### src/rtl/x1_sub_port.sv
// rtl/x1_sub_port.sv - X1 main-to-sub CPU port: command handshake, response FIFO, busy flags
// Z80 I/O writes become sub-CPU commands; sub-CPU responses are queued for Z80 reads.
module x1_sub_port_rsp_fifo #(
  parameter int AW = 2
) (
  input  logic       clk_sys,
  input  logic       reset,
  input  logic       push,
  input  logic       pop,
  input  logic [7:0] wdata,
  output logic [7:0] head,
  output logic       full,
  output logic       empty
);
  localparam int DEPTH = 1 << AW;

  logic [7:0]    mem [DEPTH];
  logic [AW-1:0] wr_ptr;
  logic [AW-1:0] rd_ptr;
  logic [AW:0]   count;

  // Storage carries no reset; only the pointers and count define validity.
  always_ff @(posedge clk_sys) begin
    if (push) begin
      mem[wr_ptr] <= wdata;
    end
  end

  always_ff @(posedge clk_sys) begin
    if (reset) begin
      wr_ptr <= '0;
      rd_ptr <= '0;
      count  <= '0;
    end else begin
      if (push) begin
        wr_ptr <= wr_ptr + 1'b1;
      end
      if (pop) begin
        rd_ptr <= rd_ptr + 1'b1;
      end
      if (push && !pop) begin
        count <= count + 1'b1;
      end else if (pop && !push) begin
        count <= count - 1'b1;
      end
    end
  end

  assign head  = mem[rd_ptr];
  assign full  = (count == DEPTH[AW:0]);
  assign empty = (count == '0);
endmodule

module x1_sub_port #(
  parameter int RX_AW = 2
) (
  input  logic       clk_sys,
  input  logic       reset,
  input  logic       cs,
  input  logic       rd_n,
  input  logic       wr_n,
  input  logic [7:0] cpu_din,
  output logic [7:0] cpu_dout,
  output logic       cpu_doe,
  output logic [7:0] sub_cmd,
  output logic       sub_cmd_valid,
  input  logic       sub_cmd_ack,
  input  logic [7:0] sub_rsp,
  input  logic       sub_rsp_valid,
  output logic       sub_rsp_ready,
  output logic       tx_bsy,
  output logic       rx_bsy,
  output logic       tx_drop
);
  typedef enum logic {
    TX_IDLE = 1'b0,
    TX_PEND = 1'b1
  } tx_state_t;

  tx_state_t  tx_state;
  logic       wr_q;
  logic       rd_q;
  logic       rd_had_data;
  logic       wr_act;
  logic       rd_act;
  logic       wr_start;
  logic       rd_start;
  logic       rd_end;
  logic       fifo_push;
  logic       fifo_pop;
  logic [7:0] fifo_head;
  logic       fifo_full;
  logic       fifo_empty;

  // Strobes are held for many clk_sys cycles, so act only on their edges.
  assign wr_act   = cs & ~wr_n;
  assign rd_act   = cs & ~rd_n;
  assign wr_start = wr_act & ~wr_q;
  assign rd_start = rd_act & ~rd_q;
  assign rd_end   = ~rd_act & rd_q;

  assign fifo_push = sub_rsp_valid & ~fifo_full;
  assign fifo_pop  = rd_end & rd_had_data;

  always_ff @(posedge clk_sys) begin
    if (reset) begin
      tx_state    <= TX_IDLE;
      sub_cmd     <= 8'h00;
      tx_drop     <= 1'b0;
      wr_q        <= 1'b0;
      rd_q        <= 1'b0;
      cpu_dout    <= 8'hFF;
      cpu_doe     <= 1'b0;
      rd_had_data <= 1'b0;
    end else begin
      wr_q    <= wr_act;
      rd_q    <= rd_act;
      cpu_doe <= rd_act;
      tx_drop <= 1'b0;

      if (tx_state == TX_IDLE) begin
        if (wr_start) begin
          sub_cmd  <= cpu_din;
          tx_state <= TX_PEND;
        end
      end else begin
        if (wr_start) begin
          tx_drop <= 1'b1;
        end
        if (sub_cmd_ack) begin
          tx_state <= TX_IDLE;
        end
      end

      // Remember whether this access saw data so an empty read never pops.
      if (rd_start) begin
        cpu_dout    <= fifo_empty ? 8'hFF : fifo_head;
        rd_had_data <= ~fifo_empty;
      end else if (rd_end) begin
        rd_had_data <= 1'b0;
      end
    end
  end

  assign sub_cmd_valid = (tx_state == TX_PEND);
  assign tx_bsy        = (tx_state == TX_PEND);
  assign sub_rsp_ready = ~fifo_full;
  assign rx_bsy        = fifo_empty;

  x1_sub_port_rsp_fifo #(
    .AW(RX_AW)
  ) u_rsp_fifo (
    .clk_sys (clk_sys),
    .reset   (reset),
    .push    (fifo_push),
    .pop     (fifo_pop),
    .wdata   (sub_rsp),
    .head    (fifo_head),
    .full    (fifo_full),
    .empty   (fifo_empty)
  );
endmodule

### config.mk
export PLATFORM = sky130hd
export DESIGN_NAME = x1_sub_port
export DESIGN_NICKNAME = d
export VERILOG_FILES = /design/src/rtl/x1_sub_port.sv
export SDC_FILE = /design/constraint.sdc
export NUM_CORES = 1
export LEC_CHECK = 0
export ABC_CLOCK_PERIOD_IN_PS = 3950
export CORE_ASPECT_RATIO = 1.25
export CORE_MARGIN = 2
export CORE_UTILIZATION = 45
export DETAILED_ROUTE_END_ITERATION = 6
export PLACE_DENSITY = 0.71
export SLEW_MARGIN = 20
export SYNTH_ARGS = -nofsm -noshare
export SYNTH_HDL_FRONTEND = slang
export SYNTH_SLANG_ARGS = --single-unit
export TNS_END_PERCENT = 20
### constraint.sdc
create_clock -name clk_sys -period 3.95 [get_ports clk_sys]
set_input_delay 0.79 -clock clk_sys [delete_from_list [all_inputs] [get_ports clk_sys]]
set_output_delay 0.79 -clock clk_sys [all_outputs]
set_load 0.02 [all_outputs]
==> results_dict.tcl <==
set metrics [dict create \
    setup-violations-final 0 \
    cts_num_sinks 62 \
    synth_ff_type "edfxtp_1" \
    rsz0062_at_grt "false" \
    synth_fp_nets 197 \
    die_area_mm2 0.00584 \
    crit_type "primary input to register" \
    dr.first_iter.drc_count 45 \
    clkLatencyLatePin_ps 330 \
    powerDensity_mw_per_mm2 517 \
    antenna_cells 0 \
    synth_async_sr_flop_share_pct 0 \
    clockBufferDepth 2 \
    start_util_pct 46.4 \
    cts_tree "done" \
    postCtsSetupRepairBufs 0 \
    postLayoutCoreUtil_pct 60.2 \
    cts.htree.levels 3 \
    skew_ps 8.01 \
    final_nets 245 \
    remaining_drc_errors 0 \
    leakagePower_nw 1.10 \
    num_rows 29 \
    grt_pass1_wl_mm 6.62 \
    area_growth_syn_to_layout_pct 29.8 \
    globalplace.congestion 0.694 \
    wirelength_mm 4.07 \
    antenna_found_initial 0 \
    slew_viol_final 0 \
    io_pins 45 \
    tns_ps 0 \
    crit_required_ps 4190 \
    cts_root_buffer "clkbuf_8" \
    postRouteAntennaNets 0 \
    syn_inst 166 \
    viasPerCell 4.96 \
    drive_above_1_share_pct 11.4 \
    fp.dieH_um 84.9 \
    synth_cell_type_count 30 \
    worst_slew_pin_slew_ps 790 \
    hpwl_mm 2.79 \
    ys_seq_elements 62 \
    final-hold-violation-count 0 \
    hold_class "register to register" \
    path_max_fanout 4 \
    start_kind "primary input" \
    die_w_um 68.7 \
    end_kind "register" \
    core_mm2 0.00508 \
    yosysSeqAreaShare_pct 66.2 \
    clk_pin_slew_ps 60 \
    period_share_pct 69.9 \
    grt_pass1_vias 1388 \
    cts_resized 0 \
    cts_buffers 9 \
    wire_per_inst_um 14.5 \
    yosys_warnings 0 \
    crit_arrival_ps 3000 \
    grt_max_degree 23 \
    slew_headroom_pct 47.1 \
    grt_use_total_pct 15.9 \
    status "finished clean" \
    peakVddDrop_mv 0.349 \
    hold_buffers 0 \
    post-route-min-period_ps 2760 \
    fmax_ghz 0.362 \
    maxCapViolCount 0 \
    postSynthAreaPerCell_um2 14.2 \
    num_vias 1395 \
    dr.pass1.iters 4 \
    globalRouteOverflowTotal 0 \
    synth_edf_count 32 \
    syn-cell-area_mm2 0.00236 \
    port_buffers 44 \
]
[layer usage]
layer	GRT usage [%]	wire [µm]	part of all wire, %	vias up
met4	8.02	51	1.3	0
li1	-	-	-	695
met3	5.17	172	4.2	5
met5	0	0	0	-
met1	20.5	1880	46	663
met2	23.7	1970	48	32
[Yosys cell counts, drive strengths merged, types with 3 or more instances]
cell     n  area share (%)
nand2   18             2.9
a21oi   13             2.9
xor2     4             1.5
ha       7             3.7
buf      6             1.8
mux4     8             7.6
and3     4             1.1
nor2     7             1.1
dfxtp   30              25
o21ai    3            0.64
o22a     8             3.0
nand3    3            0.64
edfxtp  32              41
inv      8             1.3
[logic make-up after synthesis]
| logic type | share of synthesized area [%] |
|---|---|
| AO/OA/AOI/OAI | 6.53 |
| XOR/XNOR | 1.49 |
| adder cells (fa/ha/maj) | 4.56 |
| buffers and inverters | 3.24 |
| flip-flops | 66.2 |
| multiplexers | 8.07 |
| AND/OR/NAND/NOR | 9.87 |
[per-stage QoR]
step           power (mW)  worst slack, ps  hold WS [ps]  cell area [µm²]  cells
3_3_place_gp        0.946              946           443             2830    265
5_1_grt              1.65             1060           484             3060    281
6_report             1.58             1190           458             3060    281
3_5_place_dp        0.950              876           449             2830    265
2_1_floorplan       0.865             1480           445             2360    166
4_1_cts              1.60             1200           461             3060    281
[layout by cell type (no fill, tap or decap), types with 4 or more instances in the layout]
cell type	synthesis	layout
xor2_1	4	4
nor2_1	7	7
clkdlybuf4s50_1	0	44
o22a_1	8	8
a21oi_1	12	12
clkbuf_8	0	9
nand2_1	18	18
ha_1	7	7
edfxtp_1	32	32
and3_1	4	4
dfxtp_1	30	30
inv_1	8	8
mux4_2	8	8
[final timing paths]
kind	from	end	slack (ps)	depth (start not counted)
worst min-delay path	sub_cmd[5]	sub_cmd[5]	460	2
worst max register to register	rd_q	u_rsp_fifo.count[2]	1930	8
worst max-delay path	cs	u_rsp_fifo.count[2]	1190	10
worst min register to register	sub_cmd[5]	sub_cmd[5]	460	2
[critical path, stage by stage]
cell and delay (ps):
clkdlybuf4s50_1 500, nand2b_1 130, ha_1 220, nand2_1 110, ha_1 190, inv_1 60, fa_1 370, xor2_1 180
or3_1 300, a21oi_1 150
[power breakdown]
part           internal [mW]  total (mW)  switching (mW)
sequential             0.722       0.743          0.0210
combinational         0.0934       0.191          0.0978
clock                  0.419       0.647           0.228
[flip-flops by register name, indices dropped and copies added (netlist names), named ones only]
| register | count |
|---|---|
| u_rsp_fifo.mem | 32 |
| cpu_dout | 8 |
| sub_cmd | 8 |
| u_rsp_fifo.count | 3 |
| u_rsp_fifo.rd_ptr | 2 |
| u_rsp_fifo.wr_ptr | 2 |
| rd_had_data | 1 |
| rd_q | 1 |
| sub_cmd_valid | 1 |
| tx_drop | 1 |
| wr_q | 1 |
[cell type report]
class	count	area [µm²]
multi-input combinational	89	719
inverter	8	30.0
fill	432	2020
sequential	62	1560
timing repair buffer	44	440
tap	62	77.6
clock buffer	12	135
clock inverter	4	95.1
(Power assumes the default switching activity.)
